### src/rtl/mips_fetch_pkg.sv
// Shared definitions for the instruction-fetch sequencer.
// Holds the fetch constants, the FSM state encoding, the prefetch entry
// payload {instr, pc} and the program-memory range check.
package mips_fetch_pkg;

  localparam int unsigned DATA_WIDTH   = 32;
  localparam int unsigned MEMORY_DEPTH = 128;
  localparam int unsigned FIFO_DEPTH   = 2;
  localparam logic [DATA_WIDTH-1:0] TEXT_BASE = 32'h0040_0000;

  typedef enum logic [1:0] {
    IDLE  = 2'd0,
    FETCH = 2'd1,
    FULL  = 2'd2,
    FAULT = 2'd3
  } fetch_state_e;

  // One prefetch slot: fetched word plus the byte address it came from.
  typedef struct packed {
    logic [DATA_WIDTH-1:0] instr;
    logic [DATA_WIDTH-1:0] pc;
  } fetch_entry_t;

  // Word-aligned and inside [base, base + 4*depth); uses an offset compare
  // so the upper bound never has to be formed and cannot overflow.
  function automatic logic in_range(input logic [DATA_WIDTH-1:0] addr,
                                    input logic [DATA_WIDTH-1:0] base,
                                    input int unsigned           depth);
    logic [DATA_WIDTH-1:0] span;
    span = DATA_WIDTH'(depth) << 2;
    return (addr[1:0] == 2'b00) && (addr >= base) && ((addr - base) < span);
  endfunction

endpackage

### src/rtl/fetch_sequencer_if.sv
// Fetch-unit bus: program-memory address/data, redirect request from
// execute, and the valid/ready instruction handoff to decode.
//   master : the fetch sequencer
//   slave  : program memory + execute + decode side
interface fetch_sequencer_if;
  import mips_fetch_pkg::*;

  logic                  redirect_valid;
  logic [DATA_WIDTH-1:0] redirect_pc;
  logic [DATA_WIDTH-1:0] mem_address;
  logic [DATA_WIDTH-1:0] mem_instruction;
  logic                  inst_valid;
  logic                  inst_ready;
  logic [DATA_WIDTH-1:0] inst_out;
  logic [DATA_WIDTH-1:0] inst_pc;

  modport master (
    input  redirect_valid, redirect_pc, mem_instruction, inst_ready,
    output mem_address, inst_valid, inst_out, inst_pc
  );

  modport slave (
    output redirect_valid, redirect_pc, mem_instruction, inst_ready,
    input  mem_address, inst_valid, inst_out, inst_pc
  );

endinterface

### src/rtl/fetch_fifo.sv
// Two-entry prefetch buffer, head always in slot 0.
// Ports: clk, reset (async active-low), push/pop/flush (synchronous),
//        din (entry to append), full, empty, head (slot 0 contents).
// Slot 0 is left untouched when the buffer empties or is flushed, so the
// head keeps showing the last instruction presented to decode.
module fetch_fifo
  import mips_fetch_pkg::*;
(
  input  logic         clk,
  input  logic         reset,
  input  logic         push,
  input  logic         pop,
  input  logic         flush,
  input  fetch_entry_t din,
  output logic         full,
  output logic         empty,
  output fetch_entry_t head
);

  fetch_entry_t              ent_q [FIFO_DEPTH];
  logic [FIFO_DEPTH-1:0]     vld_q;

  // Shift-down storage; caller never pushes into a full FIFO without a pop.
  always_ff @(posedge clk or negedge reset) begin
    if (!reset) begin
      ent_q <= '{default: '0};
      vld_q <= '0;
    end else if (flush) begin
      vld_q <= '0;
    end else begin
      case ({push, pop})
        2'b11: begin
          if (vld_q[1]) begin
            ent_q[0] <= ent_q[1];
            ent_q[1] <= din;
          end else begin
            ent_q[0] <= din;
          end
        end
        2'b10: begin
          if (!vld_q[0]) begin
            ent_q[0] <= din;
            vld_q[0] <= 1'b1;
          end else begin
            ent_q[1] <= din;
            vld_q[1] <= 1'b1;
          end
        end
        2'b01: begin
          if (vld_q[1]) ent_q[0] <= ent_q[1];
          vld_q <= {1'b0, vld_q[1]};
        end
        default: ;
      endcase
    end
  end

  assign full  = vld_q[1];
  assign empty = !vld_q[0];
  assign head  = ent_q[0];

endmodule

### src/rtl/fetch_sequencer.sv
// Instruction-fetch controller: owns the PC, drives program-memory byte
// address, buffers fetched words in a 2-entry prefetch FIFO and hands
// them to decode over valid/ready. Redirects from execute flush the FIFO;
// out-of-range or misaligned fetch addresses raise a sticky fault.
// Ports: clk, reset (async active-low), enable (run request),
//        bus (fetch_sequencer_if.master: memory, redirect, decode handoff),
//        fault / fault_pc (sticky fault flag and offending address).
module fetch_sequencer #(
  parameter int unsigned                             MEMORY_DEPTH = mips_fetch_pkg::MEMORY_DEPTH,
  parameter logic [mips_fetch_pkg::DATA_WIDTH-1:0]   TEXT_BASE    = mips_fetch_pkg::TEXT_BASE
) (
  input  logic                                 clk,
  input  logic                                 reset,
  input  logic                                 enable,
  fetch_sequencer_if.master                    bus,
  output logic                                 fault,
  output logic [mips_fetch_pkg::DATA_WIDTH-1:0] fault_pc
);
  import mips_fetch_pkg::*;

  fetch_state_e          state_q, state_d;
  logic [DATA_WIDTH-1:0] pc_q, pc_d;
  logic                  fault_d;
  logic [DATA_WIDTH-1:0] fault_pc_d;
  logic                  push_c, pop_c, flush_c;
  logic                  fifo_full, fifo_empty;
  fetch_entry_t          fifo_head, fifo_din;

  // Next-state / control; a redirect overrides everything else this cycle.
  always_comb begin
    state_d    = state_q;
    pc_d       = pc_q;
    fault_d    = fault;
    fault_pc_d = fault_pc;
    push_c     = 1'b0;
    pop_c      = 1'b0;
    flush_c    = 1'b0;

    if (bus.redirect_valid) begin
      flush_c = 1'b1;
      if (in_range(bus.redirect_pc, TEXT_BASE, MEMORY_DEPTH)) begin
        pc_d    = bus.redirect_pc;
        fault_d = 1'b0;
        state_d = enable ? FETCH : IDLE;
      end else begin
        state_d    = FAULT;
        fault_d    = 1'b1;
        fault_pc_d = bus.redirect_pc;
      end
    end else begin
      pop_c = !fifo_empty && bus.inst_ready;
      case (state_q)
        IDLE: begin
          if (enable) state_d = FETCH;
        end
        FETCH: begin
          if (!enable) begin
            state_d = IDLE;
          end else if (!in_range(pc_q, TEXT_BASE, MEMORY_DEPTH)) begin
            state_d    = FAULT;
            fault_d    = 1'b1;
            fault_pc_d = pc_q;
          end else if (fifo_full && !pop_c) begin
            state_d = FULL;
          end else begin
            push_c = 1'b1;
            pc_d   = pc_q + DATA_WIDTH'(4);
          end
        end
        FULL: begin
          if (pop_c) state_d = FETCH;
        end
        FAULT: ;
        default: ;
      endcase
    end
  end

  // State, PC and fault registers.
  always_ff @(posedge clk or negedge reset) begin
    if (!reset) begin
      state_q  <= IDLE;
      pc_q     <= TEXT_BASE;
      fault    <= 1'b0;
      fault_pc <= '0;
    end else begin
      state_q  <= state_d;
      pc_q     <= pc_d;
      fault    <= fault_d;
      fault_pc <= fault_pc_d;
    end
  end

  // Memory returns the word combinationally, so it is captured with the
  // current PC in the same cycle.
  assign fifo_din = '{instr: bus.mem_instruction, pc: pc_q};

  fetch_fifo u_fifo (
    .clk   (clk),
    .reset (reset),
    .push  (push_c),
    .pop   (pop_c),
    .flush (flush_c),
    .din   (fifo_din),
    .full  (fifo_full),
    .empty (fifo_empty),
    .head  (fifo_head)
  );

  assign bus.mem_address = pc_q;
  assign bus.inst_valid  = !fifo_empty;
  assign bus.inst_out    = fifo_head.instr;
  assign bus.inst_pc     = fifo_head.pc;

endmodule

### src/flat_wrapper.sv
// flat-port wrapper written by rule: the top's interface ports become plain ports
module fetch_sequencer_flat import mips_fetch_pkg::*;
#(
  parameter int unsigned                             MEMORY_DEPTH = mips_fetch_pkg::MEMORY_DEPTH,
  parameter logic [mips_fetch_pkg::DATA_WIDTH-1:0]   TEXT_BASE    = mips_fetch_pkg::TEXT_BASE
)
  (clk, reset, enable, fault, fault_pc, bus_redirect_valid, bus_redirect_pc, bus_mem_instruction, bus_inst_ready, bus_mem_address, bus_inst_valid, bus_inst_out, bus_inst_pc);
  fetch_sequencer_if bus_i ();
  input  logic clk;
  input  logic reset;
  input  logic enable;
  output logic fault;
  output logic [mips_fetch_pkg::DATA_WIDTH-1:0] fault_pc;
  input wire logic [$bits(bus_i.redirect_valid)-1:0] bus_redirect_valid;
  input wire logic [$bits(bus_i.redirect_pc)-1:0] bus_redirect_pc;
  input wire logic [$bits(bus_i.mem_instruction)-1:0] bus_mem_instruction;
  input wire logic [$bits(bus_i.inst_ready)-1:0] bus_inst_ready;
  output wire logic [$bits(bus_i.mem_address)-1:0] bus_mem_address;
  output wire logic [$bits(bus_i.inst_valid)-1:0] bus_inst_valid;
  output wire logic [$bits(bus_i.inst_out)-1:0] bus_inst_out;
  output wire logic [$bits(bus_i.inst_pc)-1:0] bus_inst_pc;
  assign bus_i.redirect_valid = bus_redirect_valid;
  assign bus_i.redirect_pc = bus_redirect_pc;
  assign bus_i.mem_instruction = bus_mem_instruction;
  assign bus_i.inst_ready = bus_inst_ready;
  assign bus_mem_address = bus_i.mem_address;
  assign bus_inst_valid = bus_i.inst_valid;
  assign bus_inst_out = bus_i.inst_out;
  assign bus_inst_pc = bus_i.inst_pc;
  fetch_sequencer #(.MEMORY_DEPTH(MEMORY_DEPTH), .TEXT_BASE(TEXT_BASE)) u_core (.clk(clk), .reset(reset), .enable(enable), .bus(bus_i), .fault(fault), .fault_pc(fault_pc));
endmodule
### config.mk
export PLATFORM = sky130hd
export DESIGN_NAME = fetch_sequencer_flat
export DESIGN_NICKNAME = d
export VERILOG_FILES = /design/src/rtl/mips_fetch_pkg.sv /design/src/rtl/fetch_sequencer_if.sv /design/src/rtl/fetch_fifo.sv /design/src/rtl/fetch_sequencer.sv /design/src/flat_wrapper.sv
export SDC_FILE = /design/constraint.sdc
export NUM_CORES = 1
export LEC_CHECK = 0
export ABC_AREA = 1
export CAP_MARGIN = 25
export CORE_UTILIZATION = 54
export CTS_BUF_LIST = sky130_fd_sc_hd__clkbuf_4
export DETAILED_ROUTE_END_ITERATION = 10
export MAX_ROUTING_LAYER = met4
export PLACE_DENSITY = 0.82
export RECOVER_POWER = 25
export SETUP_SLACK_MARGIN = 0.02
export SYNTH_ARGS = -nofsm -noshare
export SYNTH_HDL_FRONTEND = slang
export SYNTH_SLANG_ARGS = --single-unit
### constraint.sdc
create_clock -name clk -period 3.36 [get_ports clk]
set_clock_uncertainty 0.05 [all_clocks]
set_input_delay 0.672 -clock clk [delete_from_list [all_inputs] [get_ports clk]]
set_output_delay 0.672 -clock clk [all_outputs]
set_load 0.05 [all_outputs]
* Word-level counts from Yosys, hierarchy flattened *
Index checks and enable logic that the tools add are counted.

operators by class
  bitwise gates (word level) = 1
  div/mod/pow operators = 0
  order comparisons = 4
  add/subtract/negate cells = 3
  mux-type cells = 42
  $mul = 0
  reductions and logical operators = 24
  shift operators = 0
  eq/ne operators = 17

operators with widths
  operator                  number
  $mux W32                  11
  $mux W64                  5
  $pmux W64 S3              1
  $pmux W64 S2              1
  $ge A32 B23 Y1 const B    2
  $lt A32 B10 Y1 const B    2
  $sub A32 B23 Y32 const B  2
  $add A32 B3 Y32 const B   1
  $mux W2                   8
  $reduce_and A4 Y1         4
  $mux W1                   14
  $ne A2 B2 Y1 const B      7
  $reduce_bool A2 Y1        4
  $eq A2 B2 Y1 const B      3
  $logic_and A1 B1 Y1       6
  $logic_not A2 Y1          3
  $ne A3 B2 Y1 const B      2
  $pmux W2 S3               1
  $reduce_bool A3 Y1        2
  $ne A5 B5 Y1 const B      1
  $reduce_and A5 Y1         1
  $eq A2 B1 Y1 const B      2
  $pmux W2 S2               1
  $reduce_bool A4 Y1        1
  other kinds (6)           6

word-level totals
  register bits after elaboration = 197
  memory bits (writable) = 0
  bits in latches = 0
  logic and storage cells = 101
  memories kept = 0
  bits of input ports = 69
  memory bits (read-only) = 0
  output and inout port bits = 130

* Depth between registers and ports, before layout *
  depth after elaboration = 11
  gate-level depth with buffers = 18
  depth with buffers taken out = 16

* Hierarchy *
From an unflattened synthesis, not the netlist that was laid out.

second synthesis, totals
  cell total of the unflattened synthesis = 1773
  area total of the unflattened synthesis = 11852.6 um^2

modules (own cells, without submodules)
  module           area each (um^2)  cells an instance  seq. area each (um^2)  instances
  fetch_fifo       8378.0            1326               3253.1                 1
  fetch_sequencer  3474.6            447                1677.9                 1

* Least setup slack after synthesis *
Ideal clock, no wire load.

  path kind = register to register
  start point = reg u_core.pc_q[22] (netlist: u_core.bus.mem_address[22])
  end point = reg u_core.u_fifo.ent_q (netlist bit u_core.u_fifo.head[23])
  setup slack = 449 ps
  required time = 3191 ps
  buffers on the path = 3
  library setup time = 119 ps
  cell stages (with the launch flop) = 17
  period minus slack after synthesis = 2911 ps
  data arrival time = 2743 ps
  cells stage by stage = dfstp_2 > inv_2 > nor2_1 > nand2_1 > nor2_1 > nand2_1 > nor2_1 > nand2_1 > buf_2 > ha_1 > inv_1 > clkbuf_1 > clkbuf_1 > a21oi_1 > o21ai_0 > nand3_1 > o21a_1

on the way
  cells in the longest elaborated chain, start to end = 10
  elaborated cells on any way between the ends = 17
  classes of those cells = add/sub (1); order compare (2); eq/ne (5); mux (5); reduce/logical (4)

RTL lines
  item                                                          line                   text
  start: declaration                                            fetch_sequencer.sv:22  logic [DATA_WIDTH-1:0] pc_q, pc_d;
  start signal: assignment                                      fetch_sequencer.sv:88  pc_q <= pc_d;
  $sub A32 B23 Y32 or $ge A32 B23 Y1 (tied branches)            mips_fetch_pkg.sv:31   return (addr[1:0] == 2'b00) && (addr >= base) && ((addr - base) < span);
  $lt A32 B10 Y1 or $logic_and A1 B1 Y1 (tied branches)         mips_fetch_pkg.sv:31
  $logic_and A1 B1 Y1 (*)                                       mips_fetch_pkg.sv:31
  $mux W1 (*)                                                   fetch_sequencer.sv:59  end else if (!in_range(pc_q, TEXT_BASE, MEMORY_DEPTH)) begin
  $mux W1 (*)                                                   fetch_sequencer.sv:57  if (!enable) begin
  $mux W1 (*)                                                   fetch_sequencer.sv:52  case (state_q)
  $mux W1 (*)                                                   fetch_sequencer.sv:39  if (bus.redirect_valid) begin
  $eq A2 B1 Y1 or $eq A2 B2 Y1 (tied branches)                  fetch_fifo.sv:31       case ({push, pop})
  $ne A2 B2 Y1 (no line) or $reduce_bool A3 Y1 (tied branches)  --
  $reduce_and A4 Y1 (no line)                                   --
  end: declaration                                              fetch_fifo.sv:20       fetch_entry_t ent_q [FIFO_DEPTH];

Every way passes the cells marked *; elsewhere a longest branch is shown, timed or not.
A chain may end at the register's enable or synchronous reset.

* Worst setup path after layout *
  start point = reg u_core.pc_q[22] (netlist: u_core.bus.mem_address[22])
  end point = reg u_core.u_fifo.ent_q (netlist bit u_core.u_fifo.head[51])

Same word-level chain as after synthesis.

==> impl_metrics.yaml <==
cts:
  cts-resized-gates: 0
  numCtsBuffers: 17
  cts.sinks: 197
  post-cts-setup-buffers: 0
  clk_pin_slew_worst_paths_ps: 150
  cts_max_level: 4
  tritoncts: "built"
  cts_root_buffer: "clkbuf_4"
  clkLatencyLatePin_ps: 590
  hold_buffers: 0
  ctsLongestPathBuffers: 2
layout:
  final_cell_mix: "nand2_1 (280), clkdlybuf4s50_1 (196), dfrtp_1 (195)"
  drive_gt1_frac: 0.0495
  mostFrequentLayoutCell: "nand2_1"
  final_nets: 1517
  syn_to_final_growth_pct: 18.7
  final_util: 0.663
worst_setup_path:
  r2r_start: "u_core.bus.mem_address[22]"
  path_max_fanout: 59
  path_cells: "inv_2 -> nor2_1 -> nand2_1 -> nor2_1 -> nand2_1 -> nor2_1 -> nand2_1 -> buf_4 -> ha_1 -> a211oi_4 -> buf_12 -> nand3_1 -> o21a_1"
  crit_slowest_cell: "dfstp_2"
  crit_path_end_kind: "flop"
  crit_path_start_kind: "flop"
  crit_buf_inv: 3
  slowest_delay_ps: 610
  cp_data_required_time_ps: 3790
  arrival_ps: 3390
  crit_family: "simple AND/OR/NAND/NOR gates"
  critical_path_class: "flop to flop"
  rr_endpoint: "u_core.u_fifo.head[51]"
  rrSetupSlack_ps: 410
  r2r_cells: 13
detailed_routing:
  via_per_inst: 5.56
  drt_iter0_markers: 731
  final_antenna_net_count: 0
  routed_wl_um: 27500
  vias: 9553
  wl_per_cell_um: 16.0
  drc_errors: 0
  drt_first_pass_iters: 5
synth:
  synth_nets: 1432
  ys_async_sr_fraction: 1.00
  seq_area_frac_synth: 0.466
  avgSynthCellArea_um2: 7.80
  synth.ff_latch_count: 197
  synth_edf_count: 0
  synth.distinct_cells: 32
  syn_area_mm2: 0.0106
  synth_top_flop_cell: "dfrtp_1"
  synth_cells: 1358
  ys.warnings.count: 0
sta:
  setup-tns-final_ps: 0
  rsz0062_at_grt: "false"
  period_needed_ps: 2950
  finalSetupViolations: 0
  fin_crit_sh: 0.879
  drv_slew: 77
  slew_headroom: -0.308
  max_clock_freq_mhz: 339
  tightest_slew_ps: 1960
  final_hold_viol_count: 0
  holdWs_ps: 444
place:
  place.port_buffers: 198
  place_congestion: 0.959
  dpl.hpwl_um: 18300
die:
  num_rows: 50
  fp.dieH_um: 142
  start_util: 0.559
  core_area_mm2: 0.0190
  die_w_um: 142
  ioPinCount: 199
  fp.dieArea_mm2: 0.0202
worst_hold_path:
  hp-class: "flop to flop"
  hold_start: "u_core.fault_pc[15]"
  whs_endpoint: "u_core.fault_pc[15]"
  whs_path_depth: 2
global_route:
  grt_pass1_wl_um: 45300
  grt_pass1_vias: 9039
  grt.overflow.total: 0
  antenna_found_initial: 1
  grt_use_total: 0.293
  grt_start_max_net_pins: 92
run_status:
  status: "finished with violations"
  violations: "max-capacitance violations, max-slew violations"
power_and_ir_drop:
  peakVddDrop_v: 0.000353
  p_per_area_mw_per_mm2: 381
  leakage_nw: 5.48
job:
  max-cap-violations: 1
[cells in the mapped netlist, types with 2 or more instances]
| library cell | number | share of area |
|---|---|---|
| a21boi_0 | 3 | 0.0021 |
| a21oi_1 | 68 | 0.032 |
| buf_1 | 13 | 0.0046 |
| buf_2 | 32 | 0.015 |
| buf_4 | 70 | 0.050 |
| buf_6 | 4 | 0.0043 |
| clkbuf_1 | 37 | 0.013 |
| dfrtp_1 | 196 | 0.46 |
| ha_1 | 5 | 0.0059 |
| inv_1 | 154 | 0.055 |
| inv_2 | 3 | 0.0011 |
| nand2_1 | 280 | 0.099 |
| nand2_2 | 2 | 0.0012 |
| nand3_1 | 111 | 0.052 |
| nor2_1 | 68 | 0.024 |
| nor2_4 | 2 | 0.0021 |
| nor3_1 | 2 | 0.00095 |
| o21a_1 | 66 | 0.047 |
| o21ai_0 | 164 | 0.078 |
| o21ai_1 | 2 | 0.00095 |
| o22ai_1 | 64 | 0.038 |
| xor2_1 | 2 | 0.0017 |
[worst max-delay path by stage]
| stage | end | start | cells after the start | slack, ps |
|---|---|---|---|---|
| detailed placement | u_core.u_fifo.head[51] | enable | 10 | 190 |
| floorplan | u_core.u_fifo.head[23] | u_core.bus.mem_address[22] | 16 | 450 |
| global route | u_core.u_fifo.ent_q[39] | u_core.bus.mem_address[22] | 15 | 80 |
| CTS | u_core.u_fifo.head[51] | u_core.bus.mem_address[22] | 13 | 440 |
| finish | u_core.u_fifo.head[51] | u_core.bus.mem_address[22] | 13 | 410 |
| global placement | u_core.u_fifo.head[61] | enable | 11 | 200 |
[worst register-to-register path, stage by stage (launching register included)]
cell	delay [ps]
dfstp_2	610
inv_2	80
nor2_1	90
nand2_1	50
nor2_1	80
nand2_1	100
nor2_1	230
nand2_1	150
buf_4	200
ha_1	220
a211oi_4	410
buf_12	280
nand3_1	190
o21a_1	130
[power breakdown]
| part | switching [mW] | internal (mW) | leakage (nW) |
|---|---|---|---|
| clock network | 0.815 | 0.452 | 0.136 |
| logic | 0.654 | 0.324 | 2.84 |
| registers | 0.0683 | 2.48 | 2.51 |
[layout make-up]
cell class	instances	area, um2
timing repair buffer	222	2270
multi-input combinational	848	4180
tap	260	325
clock buffer	19	143
sequential	197	4930
clock inverter	13	133
inverter	157	592
antenna	1	2.50
fill	1591	6380
[routing by layer]
layer	wire [um]	up-vias	global-route usage
met2	12900	394	0.449
met1	12100	4573	0.393
li1	-	4543	-
met3	1980	43	0.0505
met4	544	0	0.103
met5	0	-	-
[registers in the layout, summed over array words and instances, names as in the netlist]
signal,cells
u_core.state_q,2
u_core.fault,1
u_core.u_fifo.vld_q,2
u_core.u_fifo.head,64
u_core.bus.mem_address,32
u_core.fault_pc,32
u_core.u_fifo.ent_q,64
[stage by stage]
| stage | instances | power, mW | setup slack, ps | cell area, um2 |
|---|---|---|---|---|
| 6_report | 1717 | 4.79 | 407 | 12600 |
| 5_1_grt | 1717 | 4.98 | 76.5 | 12600 |
| 4_1_cts | 1716 | 4.84 | 441 | 12600 |
| 3_5_place_dp | 1684 | 3.57 | 186 | 12300 |
| 3_3_place_gp | 1683 | 3.56 | 203 | 12300 |
| 2_1_floorplan | 1358 | 3.16 | 449 | 10600 |
[cell families (layout without fill, tap and decap cells)]
family,count (synthesis),in the layout,share of synthesized area
AND/OR/NAND/NOR,469,469,0.183
buffers and inverters,313,411,0.142
XOR/XNOR,2,2,0.00165
AO/OA/AOI/OAI,372,372,0.201
other,0,1,0
flip-flops,197,197,0.466
adder cells (fa/ha/maj),5,5,0.00591
(Power assumes the default switching activity.)
